## src/rtl/mult_div_unit.sv

```systemverilog
// Iterative radix-2 multiply/divide unit with architectural HI/LO registers.
// One shared 64-bit accumulator serves both shift-add multiply and restoring divide.
module mult_div_unit (
    input  logic        clk,
    input  logic        rst,
    input  logic        start,
    input  logic [2:0]  op,
    input  logic [31:0] srca,
    input  logic [31:0] srcb,
    input  logic        flush,
    output logic        busy,
    output logic        done,
    output logic [31:0] hi,
    output logic [31:0] lo
);

    typedef enum logic [1:0] {IDLE, RUN, FIX} state_t;

    state_t      state, state_nxt;
    logic [5:0]  cnt;
    logic [63:0] acc;
    logic [31:0] opd;
    logic        is_div, neg_q, neg_r, div_zero;

    logic        accept, is_md, sgn, sign_a, sign_b;
    logic [31:0] mag_a, mag_b;
    logic [32:0] add_sum, rem_sh, diff;
    logic [63:0] step, prod;
    logic [31:0] quo, rem, res_hi, res_lo;

    assign accept = (state == IDLE) && start && !flush;
    assign is_md  = ~op[2];
    assign sgn    = ~op[0];
    assign sign_a = sgn & srca[31];
    assign sign_b = sgn & srcb[31];
    assign mag_a  = sign_a ? -srca : srca;
    assign mag_b  = sign_b ? -srcb : srcb;

    // Multiply: acc = {partial product, remaining multiplier bits}.
    // Divide:   acc = {remainder, dividend bits shifting into quotient}.
    assign add_sum = {1'b0, acc[63:32]} + (acc[0] ? {1'b0, opd} : 33'd0);
    assign rem_sh  = {acc[63:32], acc[31]};
    assign diff    = rem_sh - {1'b0, opd};
    assign step    = !is_div   ? {add_sum, acc[31:1]} :
                     diff[32]  ? {rem_sh[31:0], acc[30:0], 1'b0} :
                                 {diff[31:0], acc[30:0], 1'b1};

    assign prod   = neg_q ? -acc : acc;
    assign quo    = acc[31:0];
    assign rem    = acc[63:32];
    // Remainder keeps the dividend's sign, which also restores raw srca on divide-by-zero.
    assign res_hi = is_div ? (neg_r ? -rem : rem) : prod[63:32];
    assign res_lo = !is_div  ? prod[31:0] :
                    div_zero ? 32'hFFFF_FFFF :
                    (neg_q ? -quo : quo);

    always_ff @(posedge clk or posedge rst) begin
        if (rst) state <= IDLE;
        else     state <= state_nxt;
    end

    always_comb begin
        state_nxt = state;
        case (state)
            IDLE:    if (accept && is_md) state_nxt = RUN;
            RUN:     if (flush) state_nxt = IDLE;
                     else if (cnt == 6'd31) state_nxt = FIX;
            FIX:     state_nxt = IDLE;
            default: state_nxt = IDLE;
        endcase
    end

    always_ff @(posedge clk or posedge rst) begin
        if (rst) begin
            cnt      <= '0;
            acc      <= '0;
            opd      <= '0;
            is_div   <= 1'b0;
            neg_q    <= 1'b0;
            neg_r    <= 1'b0;
            div_zero <= 1'b0;
            hi       <= '0;
            lo       <= '0;
            busy     <= 1'b0;
            done     <= 1'b0;
        end else begin
            done <= 1'b0;
            busy <= (state_nxt != IDLE);
            case (state)
                IDLE: if (accept) begin
                    if (is_md) begin
                        cnt      <= '0;
                        acc      <= {32'd0, op[1] ? mag_a : mag_b};
                        opd      <= op[1] ? mag_b : mag_a;
                        is_div   <= op[1];
                        neg_q    <= sign_a ^ sign_b;
                        neg_r    <= sign_a & op[1];
                        div_zero <= (srcb == 32'd0);
                    end else if (op == 3'b100) begin
                        hi <= srca;
                    end else if (op == 3'b101) begin
                        lo <= srca;
                    end
                end
                RUN: if (!flush) begin
                    acc <= step;
                    cnt <= cnt + 6'd1;
                end
                FIX: if (!flush) begin
                    hi   <= res_hi;
                    lo   <= res_lo;
                    done <= 1'b1;
                end
                default: ;
            endcase
        end
    end

endmodule

```

## config.mk

```make
export PLATFORM = sky130hd
export DESIGN_NAME = mult_div_unit
export DESIGN_NICKNAME = d
export VERILOG_FILES = /design/src/rtl/mult_div_unit.sv
export SDC_FILE = /design/constraint.sdc
export NUM_CORES = 1
export LEC_CHECK = 0
export ABC_CLOCK_PERIOD_IN_PS = 7800
export BUFFER_PORTS_ARGS = -buffer_cell sky130_fd_sc_hd__buf_4
export CORE_AREA = 2 2 194 196
export DETAILED_ROUTE_END_ITERATION = 10
export DIE_AREA = 0 0 196 198
export PLACE_DENSITY_LB_ADDON = 0.05
export REMOVE_ABC_BUFFERS = 1
export SLEW_MARGIN = 10
export SYNTH_ARGS = -nofsm -noshare
export SYNTH_HDL_FRONTEND = slang
export SYNTH_SLANG_ARGS = --single-unit
export TNS_END_PERCENT = 100
```

## constraint.sdc

```tcl
create_clock -name clk -period 7.8 [get_ports clk]
set_clock_uncertainty 0.15 [all_clocks]
set_input_delay 1.56 -clock clk [delete_from_list [all_inputs] [get_ports clk]]
set_output_delay 1.56 -clock clk [all_outputs]
set_load 0.01 [all_outputs]
```

==> metrics.log <==
INFO  metric status = finished clean
INFO  metric mappedNetlistArea = 14500 um^2
INFO  metric peakVddDrop = approximately 260 uV
INFO  metric layout_min_cycle_time = just under 5 ns
INFO  metric postSynthAreaPerCell = roughly 8 um^2
INFO  metric tritoncts_num_sinks = roughly 170
INFO  metric max_cap_violations = 0
INFO  metric initial_core_util = about two fifths
INFO  metric slew_headroom = between 10% and 20%
INFO  metric report.final.slew_viol_count = 0
INFO  metric hold_slack = 0.331 ns
INFO  metric crit_path_max_delay_cell_type = sky130_fd_sc_hd__nor4_1
INFO  metric worst-slew-pin-transition = approximately 1.2 ns
INFO  metric post-route-util = about 45%
INFO  metric routed_wl = 52800 um
INFO  metric syn_to_final_growth = 13.5%
INFO  metric postSynthRegisterBits = ~170
INFO  metric number_of_global_route_vias_before_repair = around 14000
INFO  metric synth_cells = roughly 1900
INFO  metric worst_hold_startpoint = lo[30]
INFO  metric detailed_place.area = around 16000 um^2
INFO  metric critPathRequiredTime = ~8.0 ns
INFO  metric startpoint = srca[6]
INFO  metric antenna_found_initial = 0
INFO  metric period_share = between 60% and 70%
INFO  metric mostFrequentLayoutCell = sky130_fd_sc_hd__o21ai_0
INFO  metric post_cts_hold_buffer_count = 0
INFO  metric worst_r2r_endpoint = acc[35]
INFO  metric drt.antenna.violating_nets = 0
INFO  metric worst_r2r_startpoint = acc[31]
INFO  metric die_y = roughly 200 um
INFO  metric design.portCount = between 100 and 150
INFO  metric reg2regPathDepth = 15
INFO  metric cts_root_buf = sky130_fd_sc_hd__clkbuf_16
INFO  metric number_of_enable_flip_flop_cells_after_synthesis = 0
INFO  metric input_output_buffers = about 140
INFO  metric clock_latency = 0.47 ns
INFO  metric hold-path-cell-count = 1
INFO  metric power.leakage = 7.17 nW
INFO  metric cts_buffer_depth = 2
INFO  metric async_flop_share = 100%
INFO  metric synth_cell_type_count = 76
INFO  metric tns = 0 ns
INFO  metric ys.flop_type = sky130_fd_sc_hd__dfrtp_1
INFO  metric tritoncts.num_buffers = 17
INFO  metric worst-r2r-setup-slack = 3.21 ns
INFO  metric drcViolationCount = 0
INFO  metric finalNetCount = approximately 2100
INFO  metric crit_path_frequent_cell = sky130_fd_sc_hd__nor4_1
INFO  metric vias_per_cell = 5.91
INFO  metric detail_route.first_pass.iterations = 5
INFO  metric whs_endpoint = lo[30]
INFO  metric crit_path_end_kind = flop
INFO  metric mostFrequentLayoutCells = sky130_fd_sc_hd__o21ai_0, sky130_fd_sc_hd__nand2_1, sky130_fd_sc_hd__nor2_1, sky130_fd_sc_hd__dfrtp_1, sky130_fd_sc_hd__a21oi_1
INFO  metric fillers = 3808
INFO  metric type_of_the_tightest_min_delay_check = flop to flop
INFO  metric average_wire_per_cell_in_the_routed_design = between 20 and 25 um
INFO  metric route.vias.total = about 14000
INFO  metric grt_overflow_total = 0
INFO  metric element_type_at_the_critical_path_start = input pin
INFO  metric post_route_cells_drive_above_1_share = 12.0%
INFO  metric grt_start_max_net_pins = approximately 100
INFO  metric cts-resized-gates = 0
INFO  metric clock_tree.htree_level_count = 4
INFO  metric final_setup_violation_count = 0
INFO  metric ys.warnings.count = 0
INFO  metric n_antenna_cell = 0
INFO  metric critical_path.max_stage_delay = slightly below 0.8 ns
INFO  metric cts_post_setup_buffers_inserted = 0
INFO  metric maxClockFrequency = about 0.21 GHz
INFO  metric row_count = a little over 70
INFO  metric detailedPlacementHpwl = around 40000 um
INFO  metric tritoncts = done
INFO  metric critical_path_class = input pin to flop
INFO  metric synth_sequential_area_ratio = approximately 30%
INFO  metric design_area = roughly 16000 um^2
INFO  metric path_clk_slew = ~0.080 ns
INFO  metric crit_path_max_fanout = 5
INFO  metric grt_setup_unrepaired = no
INFO  metric drt_iter0_markers = 995
INFO  metric finalHoldViolCount = 0
INFO  metric finalWeightedCongestion = 0.910
INFO  metric wire_length_of_the_first_global_routing_pass = about 80000 um
INFO  metric critical_path_arrival = 5.07 ns
INFO  metric die_width = 196 um
INFO  metric crit_chain = buf_4 > nor4_1 > nand2b_1 > nor4_1 > nand3b_1 > nor4b_2 > a21oi_1 > xor2_1 > or2_2 > a221o_1
INFO  metric power-per-cell-area = 340 nW/um^2
INFO  metric core = 37000 um^2
INFO  metric design.die.area = between 30000 and 40000 um^2
INFO  metric globalRouteTotalUtil = a little over a quarter
-- metal layers --
metal  up-vias  track usage, %  wire length, um
met3        59            3.56             2500
met2       427            45.9            25200
met5         -               0                0
met1      6958            36.7            23900
met4         0            8.19             1210
li1       6817               -                -
-- power breakdown --
part | internal [mW] | switching, mW
Combinational | 1.32 | 1.79
Clock | 0.494 | 0.446
Sequential | 1.15 | 0.400
Total | 2.96 | 2.64
-- cell usage after synthesis (5+ instances only) --
master / count / share of area (%)
sky130_fd_sc_hd__o41ai_1: 11 / 0.66
sky130_fd_sc_hd__dfrtp_1: 174 / 30
sky130_fd_sc_hd__o22a_1: 5 / 0.30
sky130_fd_sc_hd__a211oi_1: 19 / 0.98
sky130_fd_sc_hd__inv_1: 58 / 1.5
sky130_fd_sc_hd__o21a_1: 11 / 0.57
sky130_fd_sc_hd__o211ai_1: 15 / 0.78
sky130_fd_sc_hd__nand3_1: 21 / 0.72
sky130_fd_sc_hd__o31ai_1: 24 / 1.2
sky130_fd_sc_hd__nand2b_1: 20 / 0.86
sky130_fd_sc_hd__o21ai_0: 205 / 7.1
sky130_fd_sc_hd__mux2_2: 6 / 0.47
sky130_fd_sc_hd__nand2_1: 191 / 4.9
sky130_fd_sc_hd__xnor2_1: 108 / 6.5
sky130_fd_sc_hd__or3_1: 18 / 0.78
sky130_fd_sc_hd__nand3b_1: 6 / 0.31
sky130_fd_sc_hd__buf_1: 9 / 0.23
sky130_fd_sc_hd__or4_1: 9 / 0.47
sky130_fd_sc_hd__nand4_1: 8 / 0.34
sky130_fd_sc_hd__and3_1: 10 / 0.43
sky130_fd_sc_hd__or2_2: 6 / 0.26
sky130_fd_sc_hd__a221o_1: 8 / 0.55
sky130_fd_sc_hd__a22oi_1: 21 / 1.1
sky130_fd_sc_hd__clkbuf_8: 5 / 0.47
sky130_fd_sc_hd__nor2b_1: 13 / 0.56
sky130_fd_sc_hd__nor2_1: 193 / 5.0
sky130_fd_sc_hd__nor3_1: 45 / 1.6
sky130_fd_sc_hd__o22ai_1: 34 / 1.5
sky130_fd_sc_hd__xor2_1: 64 / 3.9
sky130_fd_sc_hd__ha_1: 69 / 5.9
sky130_fd_sc_hd__mux2i_1: 43 / 3.0
sky130_fd_sc_hd__a31oi_1: 29 / 1.2
sky130_fd_sc_hd__o221ai_1: 11 / 0.66
sky130_fd_sc_hd__a21o_1: 29 / 1.5
sky130_fd_sc_hd__a21oi_1: 172 / 5.9
sky130_fd_sc_hd__nor3b_1: 6 / 0.31
sky130_fd_sc_hd__nor4_1: 22 / 0.95
sky130_fd_sc_hd__clkbuf_1: 105 / 2.7
-- cell families (layout without fill, tap and decap cells) --
logic type / count (synthesis) / in the layout / synth area share (%)
compound gates: 631 / 631 / 26.3
buf+inv: 180 / 254 / 5.09
fa+ha+maj: 71 / 71 / 6.22
simple gates: 586 / 586 / 18.6
xor+xnor: 172 / 172 / 10.4
flops: 174 / 174 / 30.0
mux: 49 / 49 / 3.43
-- sequential cells by signal (all words and copies together), names as in the netlist --
| name | flops |
|---|---|
| state | 2 |
| hi | 32 |
| neg_q | 1 |
| lo | 32 |
| acc | 64 |
| done | 1 |
| div_zero | 1 |
| busy | 1 |
| cnt | 6 |
| is_div | 1 |
| neg_r | 1 |
| opd | 32 |
-- per-stage QoR --
step	setup WS [ns]	power, mW	cells
floorplan	0.952	3.67	1742
CTS	3.07	5.60	2411
global route	2.78	6.05	2411
finish	2.93	5.60	2411
detailed placement	2.59	4.64	2379
global placement	2.64	4.62	2379
-- final cells by class --
| class | instances | area (um^2) | share of cell area [%] |
|---|---|---|---|
| clock inverter | 14 | 171 | 1.04 |
| timing repair buffer | 163 | 1220 | 7.42 |
| clock buffer | 18 | 439 | 2.66 |
| sequential | 174 | 4360 | 26.4 |
| inverter | 59 | 229 | 1.39 |
| tap | 474 | 593 | 3.60 |
| multi-input combinational | 1509 | 9470 | 57.5 |
-- critical path: cells and delay by family --
kind	cells	cell delay, ns
AOI/OAI and AO/OA	2	0.47
xor gates and xnor gates	1	0.19
buffers and inverters	1	0.13
and+or+nand+nor	6	2.72
-- worst max-delay path by stage --
stage	to	slack, ns
6_report	acc[28]	2.93
5_1_grt	acc[28]	2.78
4_1_cts	acc[28]	3.07
3_5_place_dp	acc[28]	2.59
3_3_place_gp	acc[28]	2.64
2_1_floorplan	acc[11]	0.95
No activity file was read; power rests on OpenSTA's default activity.
